## src/rtl/alu_sel_seq.sv

```systemverilog
`default_nettype none
// ============================================================================
// Module  : alu_sel_seq
// Brief   : Bit-serial operand selector. Drives one-hot select lines to an
//           external 4:1 priority mux, walks bit_idx LSB first, and assembles
//           the returned mux output y_in into a WIDTH-bit result delivered
//           over a valid/ready handshake.
// Rev     : 1.0  initial release
// ============================================================================
module alu_sel_seq #(
  parameter int WIDTH = 8
) (
  input  logic                       clk,
  input  logic                       rst_n,
  input  logic [1:0]                 op,
  input  logic                       op_valid,
  output logic                       op_ready,
  input  logic                       abort,
  output logic                       s1,
  output logic                       s2,
  output logic                       s3,
  output logic [$clog2(WIDTH)-1:0]   bit_idx,
  input  logic                       y_in,
  output logic [WIDTH-1:0]           result,
  output logic                       result_valid,
  input  logic                       result_ready,
  output logic                       busy
);

  localparam int                 IDX_W    = $clog2(WIDTH);
  localparam logic [IDX_W-1:0]   C_LAST_IDX = IDX_W'(WIDTH - 1);

  typedef enum logic [1:0] {
    IDLE = 2'd0,
    RUN  = 2'd1,
    DONE = 2'd2
  } state_t;

  state_t             r_state;
  logic [2:0]         r_sel;          // {s3, s2, s1}
  logic [IDX_W-1:0]   r_bit_idx;
  logic [WIDTH-1:0]   r_result;
  logic               r_result_valid;

  // Latched opcode is kept in its decoded one-hot select form; at most one
  // select is ever high, and op 00 (input A) is the all-low default.
  function automatic logic [2:0] f_encode_sel(input logic [1:0] f_op);
    case (f_op)
      2'b00:   f_encode_sel = 3'b000;
      2'b01:   f_encode_sel = 3'b001;
      2'b10:   f_encode_sel = 3'b010;
      default: f_encode_sel = 3'b100;
    endcase
  endfunction

  // Main control FSM: accept, serial capture, hold result until consumed.
  always_ff @(posedge clk or negedge rst_n) begin
    if (!rst_n) begin
      r_state        <= IDLE;
      r_sel          <= 3'b000;
      r_bit_idx      <= '0;
      r_result       <= '0;
      r_result_valid <= 1'b0;
    end else begin
      case (r_state)
        IDLE: begin
          // abort blocks acceptance in the same cycle
          if (op_valid && !abort) begin
            r_sel     <= f_encode_sel(op);
            r_result  <= '0;
            r_bit_idx <= '0;
            r_state   <= RUN;
          end
        end

        RUN: begin
          if (abort) begin
            r_sel          <= 3'b000;
            r_bit_idx      <= '0;
            r_result_valid <= 1'b0;
            r_state        <= IDLE;
          end else begin
            r_result[r_bit_idx] <= y_in;
            if (r_bit_idx == C_LAST_IDX) begin
              r_bit_idx      <= '0;
              r_sel          <= 3'b000;
              r_result_valid <= 1'b1;
              r_state        <= DONE;
            end else begin
              r_bit_idx <= r_bit_idx + 1'b1;
            end
          end
        end

        DONE: begin
          // abort beats a simultaneous transfer; either way valid drops
          if (abort || result_ready) begin
            r_result_valid <= 1'b0;
            r_sel          <= 3'b000;
            r_bit_idx      <= '0;
            r_state        <= IDLE;
          end
        end

        default: begin
          r_sel          <= 3'b000;
          r_bit_idx      <= '0;
          r_result_valid <= 1'b0;
          r_state        <= IDLE;
        end
      endcase
    end
  end

  // Output mapping; ready and busy are pure decodes of the state register.
  always_comb begin
    op_ready     = (r_state == IDLE);
    busy         = (r_state != IDLE);
    s1           = r_sel[0];
    s2           = r_sel[1];
    s3           = r_sel[2];
    bit_idx      = r_bit_idx;
    result       = r_result;
    result_valid = r_result_valid;
  end

endmodule
`default_nettype wire

```

## config.mk

```make
export PLATFORM = sky130hd
export DESIGN_NAME = alu_sel_seq
export DESIGN_NICKNAME = d
export VERILOG_FILES = /design/src/rtl/alu_sel_seq.sv
export SDC_FILE = /design/constraint.sdc
export NUM_CORES = 1
export LEC_CHECK = 0
export BUFFER_PORTS_ARGS = -buffer_cell sky130_fd_sc_hd__buf_2
export CORE_MARGIN = 1.5
export CORE_UTILIZATION = 35
export CTS_CLUSTER_DIAMETER = 40
export DETAILED_ROUTE_END_ITERATION = 7
export MAX_ROUTING_LAYER = met4
export SLEW_MARGIN = 40
export SYNTH_ARGS = -nofsm -noshare
export SYNTH_HDL_FRONTEND = slang
export SYNTH_SLANG_ARGS = --single-unit
```

## constraint.sdc

```tcl
create_clock -name clk -period 1.5 [get_ports clk]
set_input_delay 0.15 -clock clk [delete_from_list [all_inputs] [get_ports clk]]
set_output_delay 0.15 -clock clk [all_outputs]
set_load 0.01 [all_outputs]
```

==> results.md <==
* Final setup vio count at 3
* Die W at 53.4 um
* Ratio of cells with drive above 1 in the final layout at 40.2%
* Final period utilization at 106%
* Core box area at 0.00243 mm^2
* Top FF cell, synth: dfrtp_1
* Critical Path Fanout Max at 3
* Status: complete, but fails checks
* CP max stage delay at 410 ps
* Fin nets at 133
* Crit path DAT at 1780 ps
* Dpl cells at 145
* N_diodes at 0
* Area post-placement at 0.00108 mm^2
* WL final at 2080 um
* Part of the power in the clock network at 26.1%
* Cell Area, Synth at 890 um^2
* Initial Util at 36.6%
* CP required at 1690 ps
* Met2 Resource Use GR at 26.1%
* CTS max path bufs at 2
* GRT Overall Usage at 16.5%
* Yosys warns at 0
* Grt met1 use at 20.6%
* Max-slew headroom at 66.4%
* Max Freq at 0.631 GHz
* Synth-to-Final Area Change at 32.1%
* Mapped Cells at 91
* Clock-pin slew on the worst setup and hold paths at 110 ps
* Die ar. at 0.00285 mm^2
* Sw Ratio at 29.7%
* Final WS setup at -85.4 ps
* Async S/R FF share, synth at 100%
* Mapped Nets at 101
* Top Ports at 25
* Comb power frac at 22.3%
* Seq cells post-synth at 17
* Clock sink count at 17
* Initial drt markers at 6
* Root Buffer: clkbuf_4
* Worst-margin pin slew at 499 ps
* Max Cap Viol at 0
* Failing checks: setup timing
* P_int at 0.680 mW
* Cell Rows at 18
* Routability cong. at 0.777
* Syn_area_per_cell at 9.78 um^2
* Met3 Use GR at 2.54%
* Clock skew at 7.05 ps
* DIE HEIGHT at 53.4 um
* Post-route cell area at 0.00117 mm^2
* Hold Slack at 128 ps
* Clk_lat worst skew at 300 ps
* Port bufs at 24
* EDFF count, synth at 0
* Vias at 786
* Via/cell ratio at 5.17
* Final Max Slew Viols at 0
* Vias in the first global route at 746
* Sequential fraction of design power at 51.6%
* ANT nets after route at 0
* Congestion Overflow GR at 0
* Final min period at 1590 ps
* DPL Wire Length at 1430 um
* # H-tree levels at 1
* WL/cell at 13.7 um
* Yosys cell types at 30
* Initial antenna violation count at 0
* Residual DRC count at 0
* Worst Setup Start Kind: register
* Pwr Total at 0.968 mW
* Critical-path top delay cell: dfrtp_1
* Setup CP Type: register to register
* Setup crit end kind: register
* Largest net degree at the start of global routing at 18
* First-pass GRT wire length at 3300 um
* Register area share after synthesis at 47.8%
* Peak supply drop at 0.000445 V
* Pwr Density at 824 mW/mm^2
* Non-Filler Instances at 152
* Router iterations before antenna repair at 4
* RSZ-0062 raised after global routing: yes
* CTS Buf Count at 3
* Hold Vio Cnt, Final at 0
* Leak Pwr at 0.624 nW
* Switching power at 0.288 mW
* Critical path, cell by cell: or3b_4 > a21boi_4 > o22ai_4 > mux2_4
* Busiest grt layer: met2
* Hold Path Class: input pin to register
* CTS tree: done
-- critical path, delay by kind of cell (launching register included) --
kind,cells,cell delay (ps)
simple gates,1,390
compound gates,2,350
flops,1,410
mux,1,320
-- power groups by stage --
| stage | logic, mW | registers, mW | clock network [mW] |
|---|---|---|---|
| 2_1_floorplan | 0.103 | 0.521 | 0 |
| 3_3_place_gp | 0.193 | 0.505 | 0 |
| 3_5_place_dp | 0.196 | 0.507 | 0 |
| 4_1_cts | 0.210 | 0.499 | 0.269 |
| 5_1_grt | 0.240 | 0.503 | 0.280 |
| 6_report | 0.216 | 0.499 | 0.253 |
-- what timing repair did --
item | CTS | global route
hold buffers | 1 | 0
cloned | 0 | 0
pin swaps | 5 | 0
endpoints found under the setup margin | 10 | 7
buffers inserted | 2 | 0
hold endpoints to repair | 17 | 0
gates resized for setup | 5 | 5
-- worst paths after layout --
check,start,endpoint,slack [ps],depth (start not counted)
setup / recovery,r_state[0],r_sel[2],-90,4
hold / removal,abort,r_state[1],130,2
setup reg to reg,r_state[0],r_sel[2],-90,4
hold reg to reg,result[3],result[3],500,2
max in group asynchronous,rst_n,result[0],910,2
min in group asynchronous,rst_n,result[2],300,2
-- state kept, by name, summed over array words and instances (netlist names) --
name	cells
bit_idx	3
r_sel	3
r_state	2
result	8
result_valid	1
-- synth_stat cells (all sizes together) (3+ instances only) --
library cell | n | share of area [%]
buf | 3 | 2.7
dfrtp | 17 | 48
a22o | 6 | 5.9
clkbuf | 4 | 1.7
nor2 | 4 | 1.7
nor3b | 3 | 2.5
nand3 | 4 | 2.3
a21oi | 6 | 3.4
o21ai | 12 | 6.8
nand2 | 3 | 1.3
inv | 5 | 2.1
mux2 | 3 | 3.8
-- routing by layer --
metal	part of all wire, %	wire, um
met1	48	998
met3	4.8	99
met4	1.3	26
met5	0	0
met2	46	953
-- cell type report --
| type | instances | area (um^2) |
|---|---|---|
| Tap cell | 30 | 37.5 |
| Clock buffer | 3 | 22.5 |
| Inverter | 5 | 18.8 |
| Timing Repair Buffer | 34 | 201 |
| Clock inverter | 1 | 5.00 |
| Sequential cell | 17 | 425 |
| Multi-Input combinational cell | 62 | 464 |
| Fill cell | 243 | 1260 |
-- cells in the final DEF, fill, tap and decap left out, drive strengths merged, types with 2 or more instances in the layout --
cell type  netlist  layout
and2             2       2
nand3            4       4
nor2             4       4
dfrtp           17      17
o22ai            2       2
a22o             6       6
o21ai           12      12
inv              5       5
nand2            3       3
mux2             3       3
nor3b            3       3
ha               2       2
a31oi            2       2
a21o             2       2
nor2b            2       2
nor3             2       2
clkbuf           4       3
buf              3      33
a21oi            6       6
-- cell families after synthesis --
group / after synthesis / synth area share [%]
adder cells (fa/ha/maj): 2 / 2.81
AO/OA/AOI/OAI: 32 / 23.5
multiplexers: 3 / 3.80
flip-flops: 17 / 47.8
buffers and inverters: 12 / 6.47
AND/OR/NAND/NOR: 25 / 15.6
-- through the flow --
| step | utilization [%] | TNS [ps] | setup WS (ps) |
|---|---|---|---|
| final | 48.3 | -243 | -85.4 |
| after global routing | 48.3 | -468 | -129 |
| after CTS | 47.4 | -335 | -110 |
| after detailed placement | 44.3 | -420 | -137 |
| after global placement | 44.3 | -267 | -78.8 |
| after floorplan | - | -322 | -107 |
Note: power is estimated with default switching activity, not from simulation.
